**src/rtl/credit_pipelined_trigger.sv**
```systemverilog
// -----------------------------------------------------------------------------
// credit_pipelined_trigger
//
// Actor trigger that launches one HLS actor in pipelined fashion with a bounded
// number of in-flight invocations (credits). When the actor and all sibling
// triggers report "waited", the trigger drains its in-flight work, then runs
// the sleep / sync-sleep termination protocol together with its siblings.
//
// Handshake (actor side): an invocation is accepted on any cycle where
// actor_start and actor_ready are both high. actor_start never depends on
// actor_ready. Each actor_done pulse retires exactly one accepted invocation,
// and actor_return is valid only while actor_done is high.
//
// Ports
//   ap_clk, ap_rst        clock, synchronous active-high reset
//   ap_start              network start request (ignored unless idle)
//   ap_done / ap_ready    one-cycle pulse as the trigger returns to idle
//   ap_idle               trigger is idle
//   all_sleep             AND of every trigger's sleep
//   all_sync_sleep        AND of every trigger's sync_sleep
//   all_waited            AND of every trigger's waited
//   sleep, sync_sleep     this trigger's termination-protocol status
//   waited                last actor_done returned WAIT_CODE
//   actor_return          actor return value (valid with actor_done)
//   actor_done            actor invocation completed
//   actor_ready           actor accepted actor_start this cycle
//   actor_idle            actor idle status (monitor only)
//   actor_start           launch request to the actor
//   inflight              accepted-but-not-done invocation count
//   launch_count          accepted launches since the last start from idle
//   protocol_error        sticky: actor_done seen with nothing in flight
//   dbg_state_o           current FSM state encoding
// -----------------------------------------------------------------------------
module credit_pipelined_trigger #(
  parameter int              MAX_INFLIGHT = 4,
  parameter int              CNT_W        = $clog2(MAX_INFLIGHT + 1),
  parameter int              RET_W        = 2,
  parameter logic [RET_W-1:0] WAIT_CODE   = 2'd1,
  parameter int              LCNT_W       = 32
) (
  input  logic              ap_clk,
  input  logic              ap_rst,
  input  logic              ap_start,
  output logic              ap_done,
  output logic              ap_idle,
  output logic              ap_ready,
  input  logic              all_sleep,
  input  logic              all_sync_sleep,
  input  logic              all_waited,
  output logic              sleep,
  output logic              sync_sleep,
  output logic              waited,
  input  logic [RET_W-1:0]  actor_return,
  input  logic              actor_done,
  input  logic              actor_ready,
  input  logic              actor_idle,
  output logic              actor_start,
  output logic [CNT_W-1:0]  inflight,
  output logic [LCNT_W-1:0] launch_count,
  output logic              protocol_error,
  output logic [2:0]        dbg_state_o
);

  typedef enum logic [2:0] {
    S_IDLE        = 3'd0,
    S_LAUNCH      = 3'd1,
    S_FLUSH       = 3'd2,
    S_SLEEP       = 3'd3,
    S_SYNC_LAUNCH = 3'd4,
    S_SYNC_SLEEP  = 3'd5
  } state_t;

  localparam logic [CNT_W-1:0] MAX_CNT = CNT_W'(MAX_INFLIGHT);

  state_t              state_q, state_d;
  logic [CNT_W-1:0]    inflight_q, inflight_d;
  logic [LCNT_W-1:0]   lcnt_q, lcnt_d;
  logic                waited_q, waited_d;
  logic                error_q, error_d;
  logic                ap_done_q, ap_done_d;
  logic                sync_issued_q, sync_issued_d;

  logic                start;
  logic                accept;
  logic                is_wait_ret;
  logic                wait_ev;
  logic                relaunch;

  // actor_idle is informational only; nothing in the control path uses it.
  logic                unused_actor_idle;
  assign unused_actor_idle = actor_idle;

  // ---------------------------------------------------------------------------
  // Launch request: derived from registered state and registered in-flight
  // count only, so a credit freed by actor_done is reused on the next cycle.
  // ---------------------------------------------------------------------------
  always_comb begin
    start = 1'b0;
    case (state_q)
      S_LAUNCH:      start = (inflight_q < MAX_CNT);
      S_SYNC_LAUNCH: start = (inflight_q == '0) && !sync_issued_q;
      default:       start = 1'b0;
    endcase
  end

  assign accept      = start && actor_ready;
  assign is_wait_ret = (actor_return == WAIT_CODE);
  assign wait_ev     = actor_done && is_wait_ret && all_waited;
  assign relaunch    = actor_done && !wait_ev;

  // ---------------------------------------------------------------------------
  // In-flight credit counter and sticky protocol error. A done with nothing
  // in flight is an actor protocol violation: the counter holds at zero
  // instead of wrapping. Accept and done together leave the count unchanged.
  // ---------------------------------------------------------------------------
  always_comb begin
    inflight_d = inflight_q;
    error_d    = error_q;
    if (actor_done && (inflight_q == '0)) begin
      error_d = 1'b1;
    end
    case ({accept, actor_done})
      2'b10: if (inflight_q != MAX_CNT) inflight_d = inflight_q + CNT_W'(1);
      2'b01: if (inflight_q != '0)      inflight_d = inflight_q - CNT_W'(1);
      default: inflight_d = inflight_q;
    endcase
  end

  // ---------------------------------------------------------------------------
  // Next state
  // ---------------------------------------------------------------------------
  always_comb begin
    state_d = state_q;
    case (state_q)
      S_IDLE: begin
        if (ap_start) state_d = S_LAUNCH;
      end
      S_LAUNCH: begin
        if (wait_ev) state_d = (inflight_d == '0) ? S_SLEEP : S_FLUSH;
      end
      S_FLUSH: begin
        // A non-wait completion restarts launching even if it also drained
        // the last credit.
        if (relaunch)                state_d = S_LAUNCH;
        else if (inflight_d == '0)   state_d = S_SLEEP;
      end
      S_SLEEP: begin
        if (all_sleep)        state_d = S_SYNC_LAUNCH;
        else if (!all_waited) state_d = S_LAUNCH;
      end
      S_SYNC_LAUNCH: begin
        // Only the completion of the single sync launch moves us on.
        if (sync_issued_q && actor_done) state_d = S_SYNC_SLEEP;
      end
      S_SYNC_SLEEP: begin
        if (all_sync_sleep) state_d = all_waited ? S_IDLE : S_LAUNCH;
      end
      default: state_d = S_IDLE;
    endcase
  end

  // ---------------------------------------------------------------------------
  // Side registers
  // ---------------------------------------------------------------------------
  always_comb begin
    lcnt_d = lcnt_q;
    if ((state_q == S_IDLE) && (state_d == S_LAUNCH)) begin
      lcnt_d = '0;
    end else if (accept && (lcnt_q != {LCNT_W{1'b1}})) begin
      lcnt_d = lcnt_q + LCNT_W'(1);
    end
  end

  always_comb begin
    waited_d = waited_q;
    if (actor_done) waited_d = is_wait_ret;
  end

  always_comb begin
    sync_issued_d = sync_issued_q;
    if (state_d != S_SYNC_LAUNCH) begin
      sync_issued_d = 1'b0;
    end else if ((state_q == S_SYNC_LAUNCH) && accept) begin
      sync_issued_d = 1'b1;
    end
  end

  // Registered so the pulse coincides with the first cycle back in IDLE.
  assign ap_done_d = (state_q == S_SYNC_SLEEP) && all_sync_sleep && all_waited;

  always_ff @(posedge ap_clk) begin
    if (ap_rst) begin
      state_q       <= S_IDLE;
      inflight_q    <= '0;
      lcnt_q        <= '0;
      waited_q      <= 1'b0;
      error_q       <= 1'b0;
      ap_done_q     <= 1'b0;
      sync_issued_q <= 1'b0;
    end else begin
      state_q       <= state_d;
      inflight_q    <= inflight_d;
      lcnt_q        <= lcnt_d;
      waited_q      <= waited_d;
      error_q       <= error_d;
      ap_done_q     <= ap_done_d;
      sync_issued_q <= sync_issued_d;
    end
  end

  // ---------------------------------------------------------------------------
  // Outputs
  // ---------------------------------------------------------------------------
  assign ap_idle        = (state_q == S_IDLE);
  assign ap_done        = ap_done_q;
  assign ap_ready       = ap_done_q;
  assign sleep          = (state_q == S_SLEEP) || (state_q == S_IDLE);
  assign sync_sleep     = (state_q == S_SYNC_SLEEP) || (state_q == S_IDLE);
  assign waited         = waited_q;
  assign actor_start    = start;
  assign inflight       = inflight_q;
  assign launch_count   = lcnt_q;
  assign protocol_error = error_q;
  assign dbg_state_o    = state_q;

endmodule

```
**config.mk**
```make
export PLATFORM = sky130hd
export DESIGN_NAME = credit_pipelined_trigger
export DESIGN_NICKNAME = d
export VERILOG_FILES = /design/src/rtl/credit_pipelined_trigger.sv
export SDC_FILE = /design/constraint.sdc
export NUM_CORES = 1
export LEC_CHECK = 0
export CAP_MARGIN = 20
export CELL_PAD_IN_SITES_DETAIL_PLACEMENT = 1
export CELL_PAD_IN_SITES_GLOBAL_PLACEMENT = 2
export CORE_MARGIN = 2
export CORE_UTILIZATION = 28
export CTS_CLUSTER_DIAMETER = 100
export CTS_CLUSTER_SIZE = 8
export DETAILED_ROUTE_END_ITERATION = 7
export PLACE_DENSITY_LB_ADDON = 0.1
export REMOVE_ABC_BUFFERS = 1
export SETUP_SLACK_MARGIN = 0.1
export SYNTH_ARGS = -nofsm -noshare
export SYNTH_HDL_FRONTEND = slang
export SYNTH_SLANG_ARGS = --single-unit
```
**constraint.sdc**
```tcl
create_clock -name ap_clk -period 4.2 [get_ports ap_clk]
set_input_delay 0.84 -clock ap_clk [delete_from_list [all_inputs] [get_ports ap_clk]]
set_output_delay 0.84 -clock ap_clk [all_outputs]
set_load 0.05 [all_outputs]
```
==> results of run 1 <==
where the power goes:
part	switching, W	total [W]	internal (W)
clock network	0.000145	0.000323	0.000178
registers	0.00000365	0.000405	0.000401
logic	0.0000744	0.000117	0.0000424
total	0.000223	0.000845	0.000622
worst register-to-register path, delay by kind of cell, from the launching register on:
kind,cells,cell delay (ns)
AO/OA/AOI/OAI,4,0.94
buffers and inverters,2,0.43
AND/OR/NAND/NOR,2,0.57
flip-flops,1,0.46
multiplexers,1,0.49
adder cells (fa/ha/maj),2,0.74
state kept, by name, indices dropped and copies added, names as in the netlist:
name	flops
ap_done	1
dbg_state_o	3
inflight	3
launch_count	32
protocol_error	1
sync_issued_q	1
waited	1
area by class of cell:
class / instances / area share [%]
clock buffers: 7 / 2.45
flip-flops and latches: 42 / 26.9
repair buffers: 59 / 18.6
clock inverters: 1 / 0.962
multi-input cells: 226 / 45.6
inverters: 10 / 1.20
well taps: 105 / 4.21
layer usage:
metal  vias to the layer above  share of wire [%]  wire length [µm]
met4                         0               0.78                53
met5                         -                  0                 0
li1                       1198                  -                 -
met3                         5                2.6               174
met1                      1152                 52              3520
met2                        33                 45              3050
logic make-up (layout without fill, tap and decap cells):
group / Yosys count / count (layout) / share of synthesized area, %
DFF: 42 / 42 / 35.7
AOI/OAI and AO/OA: 80 / 80 / 21.2
and+or+nand+nor: 133 / 133 / 32.8
buffers and inverters: 22 / 77 / 3.77
adders and majority gates: 6 / 6 / 3.19
xor gates and xnor gates: 4 / 4 / 1.49
muxes: 3 / 3 / 1.81
synth_stat cells, drive strengths merged (2+ instances only):
library cell | number | share of area, %
ha | 6 | 3.2
and4 | 6 | 2.2
a21o | 2 | 0.64
inv | 10 | 1.6
nor4 | 4 | 1.1
a311oi | 2 | 0.74
dfxtp | 42 | 36
nand3b | 3 | 0.96
o211ai | 4 | 1.3
nand2 | 25 | 4.0
buf | 3 | 0.74
nand4 | 9 | 2.7
and2 | 5 | 1.3
nand2b | 8 | 2.1
nor2 | 14 | 2.2
a31oi | 3 | 0.80
o31ai | 9 | 3.1
nor3b | 2 | 0.64
nor2b | 7 | 1.9
nand3 | 12 | 2.6
nor3 | 5 | 1.1
a21oi | 31 | 6.6
or3 | 17 | 4.5
clkbuf | 9 | 1.4
or2 | 2 | 0.53
o21ai | 17 | 3.6
xor2 | 3 | 1.1
or4 | 11 | 3.7
mux2i | 2 | 0.85
final timing paths:
kind,to,slack (ns),cells past startpoint
setup / recovery,dbg_state_o[0],0.48,11
setup reg to reg,dbg_state_o[0],0.48,11
hold / removal,launch_count[17],0.50,2
hold reg to reg,launch_count[17],0.50,2
stage by stage:
step           worst slack, ns  power (W)  instance area (µm²)
6_report                 0.481   0.000845                 3120
5_1_grt                  0.191   0.000878                 3120
4_1_cts                  0.450   0.000858                 3110
3_5_place_dp             0.457   0.000532                 3010
3_3_place_gp             0.566   0.000532                 3010
2_1_floorplan            0.716   0.000485                 2300
==> impl_metrics.py, run 1 <==
metrics = {
    "pwr": {
        "power.static_leakage_nw": 0.972,
        "p_per_area_nw_per_um2": 271,
        "worst_ir_drop_vdd_v": 0.000129,
    },
    "cts": {
        "clock_sinks": 42,
        "tritoncts_clock_tree": "yes",
        "clkTransAtPathRegs_ns": 0.08,
        "clockBufferDepth": 2,
        "cts_max_level": 2,
        "cts_setup_buffers": 0,
        "number_of_clock_buffers_inserted_by_tritoncts": 5,
        "clock-root-buffer": "sky130_fd_sc_hd__clkbuf_8",
        "clk_latency_ns": 0.30,
        "postCtsHoldBufs": 0,
        "cts_resized": 0,
    },
    "yosys": {
        "postSynth.asyncResetShare_pct": 0,
        "postSynthCellCount": 290,
        "synth_enable_flop_cells": 0,
        "yosys_register_bits": 42,
        "synth-warning-count": 0,
        "mappedNetlistArea_um2": 2350,
        "dominantRegCellSynth": "sky130_fd_sc_hd__dfxtp_1",
        "synth.yosys.seq_area_share_pct": 35.7,
        "synth.distinct_cells": 51,
        "post_synth.cell_area_avg_um2": 8.12,
    },
    "worst_setup_path": {
        "cpPeakStageDelay_ns": 0.52,
        "critPathMaxFanout": 8,
        "r2r-start": "inflight[0]",
        "worstSetupStartpointType": "flop",
        "timing.critical_path.from": "inflight[0]",
        "critical_path.cell_chain": "inv_1 -> ha_1 -> and4bb_2 -> o211ai_1 -> inv_1 -> ha_1 -> or2_2 -> mux4_2 -> a21oi_1 -> a31oi_1 -> a211oi_1",
        "critical_path_buffers_and_inverters": 2,
        "crit_slowest_cell": "sky130_fd_sc_hd__o211ai_1",
        "critical_path_class": "flop to flop",
        "path_delay_family": "compound AO/OA/AOI/OAI gates",
        "endpoint_kind": "flop",
        "crit_required_ns": 4.41,
        "critical_path_arrival_ns": 3.93,
    },
    "routing": {
        "route.vias.total": 2388,
        "drt-pass1-iter-count": 4,
        "routed_wl_mm": 6.80,
        "vias_per_cell": 5.31,
        "drt.antenna.violating_nets": 0,
        "drcViolationCount": 0,
        "drt_iter0_drc": 63,
        "detail_route.wl_per_cell_um": 15.1,
    },
    "global_routing": {
        "globalRouteMet3Util_pct": 2.77,
        "global_route_wire_length_before_repair_mm": 11.6,
        "grt_util_all_layers_pct": 15.9,
        "groute.layer.met1.usage_pct": 22.2,
        "vias_in_the_first_global_route": 2437,
        "global_route.peak_usage_layer": "met2",
        "use_met2_pct": 25.5,
        "grt_max_degree": 25,
        "gr-total-overflow": 0,
        "antenna_found_initial": 0,
    },
    "floorplanning": {
        "num_rows": 33,
        "floorplan.die_area_um2": 9150,
        "die-height_um": 95.7,
        "fp.coreArea_um2": 8180,
        "initial_core_utilization_pct": 28.8,
        "die_width_um": 95.7,
        "ioPinCount": 57,
    },
    "outcome": {
        "outcome": "finished clean",
    },
    "place": {
        "placedCellCount": 441,
        "place.detailed.hpwl_mm": 4.96,
        "place_congestion": 0.753,
        "placement.io_buffers": 55,
    },
    "final_layout": {
        "share_of_layout_cells_above_drive_strength_1_pct": 4.93,
        "layout_common_cells": "55 x sky130_fd_sc_hd__clkdlybuf4s50_1, 42 x sky130_fd_sc_hd__dfxtp_1, 31 x sky130_fd_sc_hd__a21oi_1, 25 x sky130_fd_sc_hd__nand2_1",
        "fin_cells": 450,
        "n_antenna_cell": 0,
        "final_common_cell": "sky130_fd_sc_hd__clkdlybuf4s50_1",
        "area_used_by_sequential_logic_in_the_layout_um2": 841,
        "area_growth_pct": 32.6,
        "fill_cells": 990,
        "fin_nets": 361,
        "layout.core_utilization_pct": 38.2,
        "multi_input_comb_area_um2": 1420,
    },
    "sta": {
        "setup_total_negative_slack_ns": 0,
        "fmax_achieved_mhz": 269,
        "worst_margin_pin_slew_ns": 1.02,
        "skew_ns": 0.00699,
        "drv_slew": 0,
        "timing.slew.headroom_pct": 31.4,
        "grt_setup_unrepaired": "false",
        "setup_viol_count_final": 0,
        "finalHoldViolations": 0,
        "hold_ws_ns": 0.500,
        "timing.final.crit_period_ns": 3.72,
        "post-route-period-util_pct": 88.6,
    },
    "hold_path": {
        "timing.hold.worst.start": "launch_count[17]",
        "class_of_the_tightest_hold_or_removal_check": "flop to flop",
    },
    "run": {
        "cap_viol_max_count": 0,
    },
}
No activity file was read; power rests on OpenSTA's default activity.
==> run 2, diff against run 1 <==
ABC_AREA = 1   (was default)
CORE_UTILIZATION = 27   (was 28)
==> impl_metrics.py, run 2 <==
metrics = {
    "worst_setup_path": {
        "crit_required_ns": 3.36,
        "cell_repeated_most_along_the_worst_path": "sky130_fd_sc_hd__inv_1",
        "worstSetupStartpointType": "flop",
        "critical_path.cell_chain": "inv_1 -> ha_1 -> inv_1 -> nor2_1 -> nand3_1 -> nand2_2 -> clkdlybuf4s50_1",
        "r2r-start": "inflight[0]",
        "critical_path_class": "flop to output port",
        "critical_path_arrival_ns": 2.19,
        "r2r_end": "dbg_state_o[0]",
        "worst-r2r-setup-slack_ns": 1.75,
        "r2r_cells": 20,
        "crit_slowest_cell": "sky130_fd_sc_hd__clkdlybuf4s50_1",
        "endpoint_kind": "output port",
        "critPathMaxFanout": 5,
        "cpPeakStageDelay_ns": 0.81,
    },
    "yosys": {
        "synth-warning-count": 0,
        "dominantRegCellSynth": "sky130_fd_sc_hd__dfxtp_1",
        "yosys_register_bits": 42,
        "netlist_top_cells_count": "149 x sky130_fd_sc_hd__nand2_1, 59 x sky130_fd_sc_hd__nor2_1, 42 x sky130_fd_sc_hd__dfxtp_1",
        "synth_compound_area_share_pct": 10.4,
        "postSynthCellCount": 429,
        "synth_simple_gate_area_share_pct": 41.3,
        "synth_enable_flop_cells": 0,
        "synth.yosys.seq_area_share_pct": 29.3,
        "xor_xnor_cell_area_share_of_the_yosys_netlist_pct": 7.32,
        "synth.distinct_cells": 40,
        "synth_top_area_cell": "sky130_fd_sc_hd__dfxtp_1",
        "synthAdderAreaFrac_pct": 2.61,
        "synthDominantCellAreaShare_pct": 29.3,
        "mappedNetlistArea_um2": 2870,
        "synth_mux_area_share_pct": 0,
        "post_synth.cell_area_avg_um2": 6.70,
        "synth.most_common_cell": "sky130_fd_sc_hd__nand2_1",
        "postSynth.asyncResetShare_pct": 0,
        "ys_top_cells_by_area": "sky130_fd_sc_hd__dfxtp_1 29%, sky130_fd_sc_hd__nand2_1 19%, sky130_fd_sc_hd__nor2_1 7.7%, sky130_fd_sc_hd__a21oi_2 5.8%, sky130_fd_sc_hd__inv_1 4.3%",
        "synth_top_family_by_area": "simple AND/OR/NAND/NOR gates",
    },
    "floorplanning": {
        "die-height_um": 107,
        "fp.coreArea_um2": 10300,
        "die_width_um": 107,
        "initial_core_utilization_pct": 27.8,
        "floorplan.die_area_um2": 11500,
        "num_rows": 37,
        "ioPinCount": 57,
    },
    "final_layout": {
        "post_route_design_area_um2": 3580,
        "area_growth_pct": 24.7,
        "multi_input_comb_area_um2": 1770,
        "share_of_layout_cells_above_drive_strength_1_pct": 12.2,
        "layout_common_cells": "149 x sky130_fd_sc_hd__nand2_1, 59 x sky130_fd_sc_hd__nor2_1, 55 x sky130_fd_sc_hd__clkdlybuf4s50_1, 42 x sky130_fd_sc_hd__dfxtp_1, 33 x sky130_fd_sc_hd__inv_1",
        "fill_cells": 1329,
        "n_antenna_cell": 0,
        "final_common_cell": "sky130_fd_sc_hd__nand2_1",
        "area_used_by_sequential_logic_in_the_layout_um2": 841,
        "largest_register_ffs": 32,
        "fin_nets": 498,
    },
    "global_routing": {
        "antenna_found_initial": 0,
        "global_route_wire_length_before_repair_mm": 14.1,
        "gr-total-overflow": 0,
        "grt_util_all_layers_pct": 15.8,
        "vias_in_the_first_global_route": 2835,
        "grt_max_degree": 34,
    },
    "routing": {
        "route.vias.total": 2816,
        "vias_per_cell": 4.56,
        "detail_route.wl_per_cell_um": 14.1,
        "drt_iter0_drc": 78,
        "drcViolationCount": 0,
        "drt-pass1-iter-count": 4,
        "routed_wl_mm": 8.73,
        "drt.antenna.violating_nets": 0,
    },
    "sta": {
        "postLayoutSetupSlackWorst_ns": 1.17,
        "setup_total_negative_slack_ns": 0,
        "timing.final.crit_period_ns": 3.03,
        "timing.slew.headroom_pct": 63.6,
        "fmax_achieved_mhz": 330,
        "post-route-period-util_pct": 72.1,
        "drv_slew": 0,
        "grt_setup_unrepaired": "false",
        "finalHoldViolations": 0,
        "skew_ns": 0.00883,
        "worst_margin_pin_slew_ns": 0.545,
        "setup_viol_count_final": 0,
    },
    "cts": {
        "cts_max_level": 2,
        "clk_latency_ns": 0.31,
        "clock-root-buffer": "sky130_fd_sc_hd__clkbuf_8",
        "number_of_clock_buffers_inserted_by_tritoncts": 5,
        "cts_setup_buffers": 0,
        "clock_sinks": 42,
        "cts_resized": 0,
        "postCtsHoldBufs": 0,
        "clkTransAtPathRegs_ns": 0.09,
        "clockBufferDepth": 2,
        "tritoncts_clock_tree": "yes",
    },
    "hold_path": {
        "class_of_the_tightest_hold_or_removal_check": "flop to flop",
        "whs_path_depth": 2,
        "timing.hold.worst.start": "waited",
        "timing.hold.worst_endpoint": "waited",
    },
    "outcome": {
        "outcome": "finished clean",
    },
    "pwr": {
        "seqPwrFrac_pct": 47.3,
        "comb_power_share_pct": 20.6,
        "internal_power_w": 0.000594,
        "p_per_area_nw_per_um2": 245,
        "worst_ir_drop_vdd_v": 0.000115,
        "power.clock.fraction_pct": 32.1,
        "power_switching_w": 0.000282,
        "netSwitchingFraction_pct": 32.2,
        "power.static_leakage_nw": 1.22,
    },
    "place": {
        "placement.io_buffers": 55,
        "pre_cts_ws_ns": 1.41,
        "placement.cell_area_um2": 3490,
        "place_congestion": 0.819,
        "place.detailed.hpwl_mm": 6.72,
    },
    "run": {
        "cap_viol_max_count": 0,
    },
}
run 2: power groups by stage:
stage	Clock [W]	Sequential (W)	Combinational (W)
after CTS	0.000299	0.000414	0.000185
final	0.000281	0.000414	0.000180
after global routing	0.000313	0.000416	0.000201
after floorplan	0	0.000446	0.0000991
after global placement	0	0.000424	0.000184
after detailed placement	0	0.000424	0.000184
run 2: worst max path at each step:
stage / end / slack [ns] / startpoint / cells past startpoint
CTS: actor_start / 1.12 / inflight[0] / 7
global placement: dbg_state_o[0] / 1.41 / actor_done / 14
detailed placement: dbg_state_o[0] / 1.41 / actor_done / 14
floorplan: sync_issued_q / 1.45 / inflight[0] / 19
global route: actor_start / 0.98 / inflight[0] / 7
finish: actor_start / 1.17 / inflight[0] / 7
run 2: final cells by class:
cell class	instances	share of cell area (%)
clock buffer	7	2.41
tap	136	4.75
sequential	42	23.5
multi-input combinational	339	49.4
timing repair buffer	56	15.6
inverter	37	4.23
clock inverter	1	0.140
run 2: worst max-delay path: cells and delay by family (launching register included):
family / cells / cell delay (ns)
fa+ha+maj: 1 / 0.24
simple gates: 3 / 0.31
flops: 1 / 0.35
buf+inv: 3 / 0.98
run 2: cell families (layout without fill, tap and decap cells):
kind of cell / Yosys count / in the layout
and+or+nand+nor: 267 / 267
buffers and inverters: 48 / 101
AOI/OAI and AO/OA: 42 / 42
DFF: 42 / 42
xor gates and xnor gates: 24 / 24
adders and majority gates: 6 / 6
run 2: layer usage:
layer	vias to the layer above	global-route usage [%]	share of wire [%]	routed length, µm
met3	4	2.86	3.0	260
met4	0	3.62	0.63	55
met5	-	0	0	0
met2	44	28.8	50	4390
li1	1451	-	-	-
met1	1317	19.2	46	4020
run 2: through the flow:
stage / instances / total power [W] / utilization (%) / hold slack [ns]
after CTS: 618 / 0.000898 / 34.7 / 0.480
final: 618 / 0.000876 / 34.7 / 0.476
after global routing: 618 / 0.000930 / 34.7 / 0.504
after detailed placement: 610 / 0.000608 / 33.8 / 0.466
after global placement: 610 / 0.000607 / 33.8 / 0.464
after floorplan: 418 / 0.000545 / - / 0.522
